$ cat src/rtl/nc_decoder2.sv
// nc_decoder2: two-input network-coding decoder over GF(2^8).
// Inverts a 2x2 coding matrix once per generation, then decodes coded pairs
// (y1,y2) into the original pair (x1,x2) with one cycle of latency.
// Optional build macro NCDEC_SYSTEMATIC_EN: an identity matrix skips the
// inversion and reaches RUN straight from DET.
module nc_decoder2 #(
    parameter logic [7:0] POLY = 8'h1B
) (
    input  logic       iCLK,
    input  logic       iRST,
    input  logic       iCoefValid,
    output logic       oCoefReady,
    input  logic [7:0] iA11,
    input  logic [7:0] iA12,
    input  logic [7:0] iA21,
    input  logic [7:0] iA22,
    input  logic       iSymValid,
    output logic       oSymReady,
    input  logic [7:0] iSymbol1,
    input  logic [7:0] iSymbol2,
    output logic       oValid,
    input  logic       iReady,
    output logic [7:0] oSymbol1,
    output logic [7:0] oSymbol2,
    output logic       oSingular
);

    typedef enum logic [2:0] {
        S_IDLE  = 3'd0,
        S_DET   = 3'd1,
        S_INV   = 3'd2,
        S_SCALE = 3'd3,
        S_RUN   = 3'd4,
        S_SING  = 3'd5
    } state_t;

    // Shift-and-add GF(2^8) multiply, reducing by {1,POLY} at every shift.
    function automatic logic [7:0] gf_mul(input logic [7:0] a, input logic [7:0] b);
        logic [7:0] acc;
        logic [7:0] sh;
        acc = 8'h00;
        sh  = a;
        for (int i = 0; i < 8; i++) begin
            if (b[i]) acc = acc ^ sh;
            sh = sh[7] ? ({sh[6:0], 1'b0} ^ POLY) : {sh[6:0], 1'b0};
        end
        return acc;
    endfunction

    state_t     state_q, state_d;
    logic [7:0] a11_q, a12_q, a21_q, a22_q;
    logic [7:0] a11_d, a12_d, a21_d, a22_d;
    logic [7:0] b11_q, b12_q, b21_q, b22_q;
    logic [7:0] b11_d, b12_d, b21_d, b22_d;
    logic [7:0] p_q, p_d, r_q, r_d;
    logic [2:0] cnt_q, cnt_d;
    logic [7:0] out1_q, out1_d, out2_q, out2_d;
    logic       valid_q, valid_d;
    logic       sing_q, sing_d;
    logic [7:0] det;
    logic [7:0] p_sq;
    logic       coef_acc;
    logic       sym_acc;

    // Handshake readies: coefficients only once the output stage has drained;
    // a pending coefficient load blocks new symbols.
    assign oCoefReady = ((state_q == S_IDLE) || (state_q == S_RUN) || (state_q == S_SING)) && !valid_q;
    assign oSymReady  = (state_q == S_RUN) && !iCoefValid && (!valid_q || iReady);
    assign coef_acc   = iCoefValid && oCoefReady;
    assign sym_acc    = iSymValid && oSymReady;

    assign oValid    = valid_q;
    assign oSymbol1  = out1_q;
    assign oSymbol2  = out2_q;
    assign oSingular = sing_q;

    // Next-state: matrix setup sequence plus the one-deep decoded output stage.
    always_comb begin
        // NOTE: every variable gets its hold value first so no path leaves it unassigned (no latches).
        state_d = state_q;
        a11_d = a11_q;  a12_d = a12_q;  a21_d = a21_q;  a22_d = a22_q;
        b11_d = b11_q;  b12_d = b12_q;  b21_d = b21_q;  b22_d = b22_q;
        p_d     = p_q;
        r_d     = r_q;
        cnt_d   = cnt_q;
        out1_d  = out1_q;
        out2_d  = out2_q;
        valid_d = valid_q;
        sing_d  = sing_q;
        det     = gf_mul(a11_q, a22_q) ^ gf_mul(a12_q, a21_q);
        p_sq    = gf_mul(p_q, p_q);

        case (state_q)
            S_IDLE, S_RUN, S_SING: begin
                if (coef_acc) begin
                    a11_d = iA11;  a12_d = iA12;  a21_d = iA21;  a22_d = iA22;
                    sing_d  = 1'b0;
                    state_d = S_DET;
                end
            end
            S_DET: begin
`ifdef NCDEC_SYSTEMATIC_EN
                if (a11_q == 8'h01 && a12_q == 8'h00 && a21_q == 8'h00 && a22_q == 8'h01) begin
                    b11_d = 8'h01;  b12_d = 8'h00;  b21_d = 8'h00;  b22_d = 8'h01;
                    state_d = S_RUN;
                end else
`endif
                if (det == 8'h00) begin
                    sing_d  = 1'b1;
                    state_d = S_SING;
                end else begin
                    r_d     = 8'h01;
                    p_d     = det;
                    cnt_d   = 3'd0;
                    state_d = S_INV;
                end
            end
            S_INV: begin
                // Square-and-accumulate: after 7 steps r = det^(2+4+...+128) = det^254 = det^-1.
                p_d   = p_sq;
                r_d   = gf_mul(r_q, p_sq);
                cnt_d = cnt_q + 3'd1;
                if (cnt_q == 3'd6) state_d = S_SCALE;
            end
            S_SCALE: begin
                b11_d = gf_mul(r_q, a22_q);
                b12_d = gf_mul(r_q, a12_q);
                b21_d = gf_mul(r_q, a21_q);
                b22_d = gf_mul(r_q, a11_q);
                state_d = S_RUN;
            end
            default: state_d = S_IDLE;
        endcase

        if (sym_acc) begin
            out1_d  = gf_mul(b11_q, iSymbol1) ^ gf_mul(b12_q, iSymbol2);
            out2_d  = gf_mul(b21_q, iSymbol1) ^ gf_mul(b22_q, iSymbol2);
            valid_d = 1'b1;
        end else if (iReady) begin
            valid_d = 1'b0;
        end
    end

    // State register; reset wipes the matrix so a new load is always required.
    always_ff @(posedge iCLK or posedge iRST) begin
        if (iRST) begin
            state_q <= S_IDLE;
            a11_q <= 8'h00;  a12_q <= 8'h00;  a21_q <= 8'h00;  a22_q <= 8'h00;
            b11_q <= 8'h00;  b12_q <= 8'h00;  b21_q <= 8'h00;  b22_q <= 8'h00;
            p_q     <= 8'h00;
            r_q     <= 8'h00;
            cnt_q   <= 3'd0;
            out1_q  <= 8'h00;
            out2_q  <= 8'h00;
            valid_q <= 1'b0;
            sing_q  <= 1'b0;
        end else begin
            // NOTE: non-blocking so every register samples pre-edge values together.
            state_q <= state_d;
            a11_q <= a11_d;  a12_q <= a12_d;  a21_q <= a21_d;  a22_q <= a22_d;
            b11_q <= b11_d;  b12_q <= b12_d;  b21_q <= b21_d;  b22_q <= b22_d;
            p_q     <= p_d;
            r_q     <= r_d;
            cnt_q   <= cnt_d;
            out1_q  <= out1_d;
            out2_q  <= out2_d;
            valid_q <= valid_d;
            sing_q  <= sing_d;
        end
    end

endmodule

$ cat config.mk
export PLATFORM = sky130hd
export DESIGN_NAME = nc_decoder2
export DESIGN_NICKNAME = d
export VERILOG_FILES = /design/src/rtl/nc_decoder2.sv
export SDC_FILE = /design/constraint.sdc
export NUM_CORES = 1
export LEC_CHECK = 0
export ABC_AREA = 1
export BUFFER_PORTS_ARGS = -buffer_cell sky130_fd_sc_hd__buf_2
export CAP_MARGIN = 20
export CELL_PAD_IN_SITES_DETAIL_PLACEMENT = 1
export CELL_PAD_IN_SITES_GLOBAL_PLACEMENT = 2
export CORE_MARGIN = 2
export CORE_UTILIZATION = 32
export CTS_BUF_LIST = sky130_fd_sc_hd__clkbuf_8
export CTS_CLUSTER_DIAMETER = 60
export CTS_CLUSTER_SIZE = 25
export DETAILED_ROUTE_END_ITERATION = 6
export GPL_ROUTABILITY_DRIVEN = 0
export PLACE_DENSITY = 0.81
export SLEW_MARGIN = 5
export SYNTH_ARGS = -nofsm -noshare
export SYNTH_HDL_FRONTEND = slang
export SYNTH_SLANG_ARGS = --single-unit
$ cat constraint.sdc
create_clock -name iCLK -period 2.9 [get_ports iCLK]
set_clock_uncertainty 0.05 [all_clocks]
set_input_delay 0.145 -clock iCLK [delete_from_list [all_inputs] [get_ports iCLK]]
set_output_delay 0.145 -clock iCLK [all_outputs]
set_load 0.01 [all_outputs]
# Yosys cells after proc, flatten, opt, wreduce, memory -nomap -nowiden
# Index checks and enable logic that the tools add are counted.
# classes
bitwise	143
addsub	1
n_reduce_logical	20
muxes	234
n_eq_ne	10
# ops
cell	count
two-way mux 8 bit	165
bitwise XOR 8 bit	87
two-way mux 5 bit	56
inverter 4 bit	56
one-hot mux 8 bit (2 select lines)	2
two-way mux 3 bit	4
one-hot mux 3 bit (4 select lines)	1
== test 3 bit, second input constant	3
zero test 8 bit	1
!= test 2 bit, second input constant	4
== test 3 x 2 -> 1 bit, second input constant	2
one-hot mux 3 bit (2 select lines)	1
AND reduction 2 bit	3
nonzero test 2 bit	3
logical AND 1 bit	5
two-way mux 1 bit	4
adder 3 x 1 -> 3 bit, second input constant	1
== test 3 x 1 -> 1 bit, second input constant	1
zero test 3 bit	1
logical OR 1 bit	3
AND reduction 3 bit	1
OR reduction 3 bit	1
zero test 1 bit	2
one-hot mux 1 bit (2 select lines)	1
# word_totals
wordCells	424
register_bits	104

# Longest topological paths before layout
# depth
depth_word	39
mapped_depth	27
depth_no_buf	26

# Least setup slack after synthesis
# No wires, ideal clock.
# synth_timing
path_type	flip-flop to flip-flop
from	register p_q[0]
to	register r_q[3]
setup_time_ps	118
stages_incl_launch_ff	23
required_ps	2732
path_slack_ps	377
arrival_time_ps	2355
period_less_slack_ps	2523
n_path_buf	0
path_cell_list	dfrtp_1 ha_1 inv_1 nand2_1 nand2_1 nand2_1 nand2_1 nand2_1 nand3_1 nand2_1 nand3b_1 nand2_1 nand2_1 nand2_2 inv_1 o21ai_0 nand2_1 nand2_1 nand3_1 nand2_1 nand2_1 nand3_1 nand2_1
# synth_between
elab_chain_cells	38
word_cells_on_any_way	45
# synth_lines
element	line_no	source
start, declared	55	logic [7:0] p_q, p_d, r_q, r_d;
start signal, assigned	162	p_q <= p_d;
two-way mux 8 bit	44	if (b[i]) acc = acc ^ sh;
bitwise XOR 8 bit	44	
two-way mux 8 bit	44	
bitwise XOR 8 bit	44	
two-way mux 8 bit	44	
bitwise XOR 8 bit	44	
two-way mux 8 bit	44	
bitwise XOR 8 bit	44	
[... 22 more ...]	--	
two-way mux 8 bit	44	
two-way mux 8 bit	93	case (state_q)
bitwise XOR 8 bit	44	
two-way mux 8 bit	44	
two-way mux 8 bit	93	
bitwise XOR 8 bit	44	
two-way mux 8 bit *	44	
one-hot mux 8 bit (2 select lines) *	93	
end signal, assigned	163	r_q <= r_d;
end, declared	55	
# Mark *: on every way between the ends. The rest lies on a longest branch, timed or not. The select of a mux whose other input is x is not followed.
# A chain may end at the register's enable or synchronous reset.

# Worst setup path after layout
# layout_timing
from	register a12_q[7]
to	register r_q[6]
# layout_between
elab_chain_cells	19
word_cells_on_any_way	32
# layout_lines
element	line_no	source
start, declared	51	logic [7:0] a11_q, a12_q, a21_q, a22_q;
start signal, assigned	148	a11_q <= 8'h00; a12_q <= 8'h00; a21_q <= 8'h00; a22_q <= 8'h00;
start signal, assigned	160	a11_q <= a11_d; a12_q <= a12_d; a21_q <= a21_d; a22_q <= a22_d;
two-way mux 5 bit or two-way mux 8 bit (tied branches)	45, 44	
bitwise XOR 8 bit or inverter 4 bit (tied branches)	--	
two-way mux 8 bit or two-way mux 5 bit (tied branches)	44, 45	
bitwise XOR 8 bit	44	
two-way mux 8 bit	44	
bitwise XOR 8 bit	44	
two-way mux 8 bit	44	
bitwise XOR 8 bit	44	
[... 3 more ...]	--	
bitwise XOR 8 bit	44	
two-way mux 8 bit	44	
bitwise XOR 8 bit	44	
two-way mux 8 bit *	44	
bitwise XOR 8 bit *	90	det = gf_mul(a11_q, a22_q) ^ gf_mul(a12_q, a21_q);
zero test 8 bit *	108	if (det == 8'h00) begin
!= test 2 bit (no source line) *	--	
AND reduction 2 bit (no source line) *	--	
# Mark *: on every way between the ends. The rest lies on a longest branch, timed or not.

==> results by stage <==
Synthesis:
- The count of synthesis-stage warnings from yosys is 0.
- Counting flops and latches in the post-synthesis netlist gives between 100 and 150.
- A synthesized cell averages between 6 and 7 um^2.
- In this run, distinct cell masters in the synthesized netlist total 45.
- Counting flops with an async set or reset pin after synthesis yields a share of 100%.
- The biggest area contributor in the post-synthesis netlist is nand2_1.
- Yosys attributes the largest share of cell area to nand2_1 22%, xor2_1 18%, dfrtp_1 15%, xnor2_1 12%, nor2_1 6.1%.
- The number of synthesized flops with an enable pin is 0.
- The share of the synthesized area in the top cell type is around 22%.
- For this run, the leading register cell type out of synthesis is dfrtp_1.
- For this run, the register share of the synthesized area comes to between 10 and 15%.
- When the netlist entered floorplanning its net count stood at just under 3000.
- nand2_1 is the most common cell in the netlist.
- Synthesis produced 2888 cells.
- In the synthesized netlist, the cells that appear most often are 1040 x nand2_1, 369 x xor2_1, 286 x nor2_1.
- The mapped netlist covers roughly 18000 um^2.

STA:
- The final total negative setup slack is -0.00937 ns.
- Measured against its own limit, the worst slew margin works out to between 50% and 60%.
- Setup repair after global routing could not meet its margin everywhere.
- The max-slew violation total from the final report came to 0.
- The time the worst path needs with I/O delays and setup is a little under 3 ns.
- The transition time of the tightest slew-check pin is approximately 0.69 ns.
- Setup violations remaining at the end of the flow were counted as 1.
- The final count of hold timing violations was 0.
- Derived from the worst setup path, the maximum achievable clock frequency is roughly 340 MHz.
- The final critical path takes up 100% of the cycle.
- The slack of the critical path is -0.00937 ns.
- On the final layout, the worst hold slack is about 0.22 ns.

Routing:
- The total via count after detailed routing is between 15000 and 20000.
- For this block, the routed nets add up to slightly below 70000 um of wire.
- In this run, the number of DRC markers left after iteration 0 of detailed routing was about 940.
- The average vias per placed instance is approximately 5.0.
- The post-route antenna net violation count is 0.
- The routed length per instance is 18.0 um.
- The detailed-routing iteration count for the pre-antenna-repair pass is 4.
- In the routed design, unresolved DRC markers number 0.

Floorplan:
- 73 I/O pins were placed.
- The initial utilization of the core area, before any placement, comes to 32.3%.
- The floorplan step defined a die boundary enclosing 57300 um^2.
- Measured along the y axis, the die boundary spans 239 um.
- The area inside the core boundary is between 50000 and 60000 um^2.
- The number of rows created at floorplan is 86.
- The horizontal die dimension is 239 um.

Setup path:
- The most frequent cell on the critical path is nand2_1.
- In this run the worst path has a maximum fanout of 7.
- The slowest stage of the critical path belongs to the cell dfrtp_2.
- The critical path goes through clkinv_4 -> nand2_4 -> nand2_8 -> buf_4 -> xor2_2 -> nand2_1 -> nand2_1 -> nor2_2 -> inv_1 -> nand2_1 -> nand2_2 -> xor2_1 -> nand2_1 -> nand2_1 -> nand2_2 -> nor2_4 -> nand3_4 -> buf_12 -> nand2_8 -> buf_6 -> nand3_2 -> nand2_1.
- The data arrival at the endpoint of the critical path is 3.27 ns.
- Grouping stages by cell kind, the critical path spends the most delay in simple AND/OR/NAND/NOR gates.
- For the worst setup path, the data required time is 3.26 ns.
- The delay contributed by the slowest stage of the critical path is between 0.4 and 0.5 ns.
- STA classifies the critical path endpoint as a flop.
- The type of the setup path with the least slack is reg2reg.
- The nature of the critical path startpoint is a flop.
- The number of buffers and inverters on the critical path is 5.

GRT:
- The number of antenna violations at the first check in global routing came to 2.
- The number of global-route vias before repair is between 15000 and 20000.
- The overflow left after global routing is 0.
- The met2 usage is 41.0%.
- The routing usage on met3 is 3.17%.
- The largest net degree at the start of global routing is 105.
- The first global-routing pass estimated 105000 um of wire.
- In this run the most used layer during global routing was met2.
- In the global route stage, met1 resource usage came out at between 20% and 30%.
- The total global routing track utilization is 23.4%.

Layout:
- The sequential cell area in the final layout is 2620 um^2.
- The area growth from synthesis to layout is 25.9%.
- The area of all placed cells without fillers is 22300 um^2.
- The multi-input logic area is roughly 15000 um^2.
- The filler cells instantiated in the layout total between 7000 and 8000.
- The number of nets in the final layout is around 3200.
- The post-route netlist has between 20% and 30% of its cells at a drive strength greater than 1.

Placement:
- OpenSTA, run right after detailed placement, puts the worst setup slack at -0.171 ns.
- The count of input and output buffers is 72.
- The estimated wirelength of the detail-placed design is 53800 um.
- Once placement finished, the instance area stood at 19700 um^2.

Outcome:
- The flow ran to the end, but the final reports show violations.
- The checks that failed: setup timing.

Clock network:
- The CTS buffer count is 9.
- The longest clock path from root to sink contains 2 buffers.
- The H-tree depth is 3.
- The CTS clock-pin slew for the worst setup and hold paths is 0.13 ns.
- The clock tree from TritonCTS is built.
- The number of sinks driven by the clock tree is between 100 and 150.
- The source-to-sink clock delay at the later pin of the worst-skew pair is 0.47 ns.
- In this run the clock root is driven by a clkbuf_8.

Min path:
- The path class of the lowest-slack min-delay path is in2reg.

Job:
- The count of maximum capacitance violations is 0.
==> logic make-up (layout without fill, tap and decap cells) <==
family / Yosys count / after routing / share of synthesized area, %
AOI/OAI and AO/OA: 144 / 144 / 4.26
xor gates and xnor gates: 638 / 638 / 32.7
adders and majority gates: 3 / 3 / 0.212
buffers and inverters: 371 / 620 / 9.44
DFF: 104 / 104 / 14.7
other: 0 / 1 / 0
and+or+nand+nor: 1628 / 1630 / 38.7
==> final cells by class <==
| type | count | area share (%) |
|---|---|---|
| diodes | 1 | 0.0112 |
| clock buffers | 9 | 0.555 |
| clock inverters | 7 | 0.499 |
| inverters | 239 | 4.27 |
| multi-input cells | 2415 | 66.0 |
| flip-flops and latches | 104 | 11.7 |
| well taps | 704 | 3.95 |
| repair buffers | 365 | 13.0 |
==> path summary, 6_finish.rpt <==
path | from | endpoint | slack [ns] | cells after the start
worst min register to register | oSymbol1[7] | oSymbol1[7] | 0.45 | 2
min in group asynchronous | iRST | p_q[3] | 0.35 | 4
worst min-delay path | iSymbol2[7] | oSymbol1[7] | 0.22 | 5
worst max-delay path | a12_q[7] | r_q[6] | -0.009 | 22
worst max register to register | a12_q[7] | r_q[6] | -0.009 | 22
max in group asynchronous | iRST | b21_q[7] | 1.92 | 4
==> tightest hold or removal path, cell delays in order <==
cell and delay, ns:
buf_2 0.17, nand2_1 0.10, xor2_1 0.08, xor2_1 0.13, o21ai_0 0.08
==> per-layer routing <==
| metal | up-vias | wire (um) |
|---|---|---|
| li1 | 9196 | - |
| met1 | 9369 | 30600 |
| met2 | 372 | 34000 |
| met3 | 105 | 2600 |
| met4 | 2 | 1970 |
| met5 | - | 9 |
==> stage by stage <==
| stage | instances | utilization, % |
|---|---|---|
| final | 3844 | 40.6 |
| after global routing | 3844 | 40.6 |
| after CTS | 3784 | 37.4 |
| after detailed placement | 3722 | 36.0 |
| after global placement | 3722 | 36.0 |
| after floorplan | 2888 | - |
==> placed cells by master, fill, tap and decap left out, drive strengths merged <==
cell type,n
a21o,1
a21oi,16
a22oi,1
a32o,1
a32oi,1
and2,2
buf,327
bufinv,2
clkbuf,11
clkinv,14
clkinvlp,2
dfrtp,104
diode,1
dlygate4sd3,36
ha,3
inv,228
nand2,1106
nand2b,1
nand3,166
nand3b,11
nand4,20
nor2,305
nor3,1
o211ai,1
o21a,1
o21ai,116
o21bai,6
or2,18
xnor2,259
xor2,379
==> timing repair <==
item | 4_1_cts | 5_1_grt
resized for setup | 27 | 357
hold endpoints to repair | 140 | 0
pin swaps | 4 | 145
hold buffers | 36 | 0
gates cloned | 0 | 3
setup endpoints to repair | 18 | 43
buffers inserted | 10 | 56
Power is not shown: default switching activity piles up to over one toggle a cycle in this logic, so the estimate is an artifact.
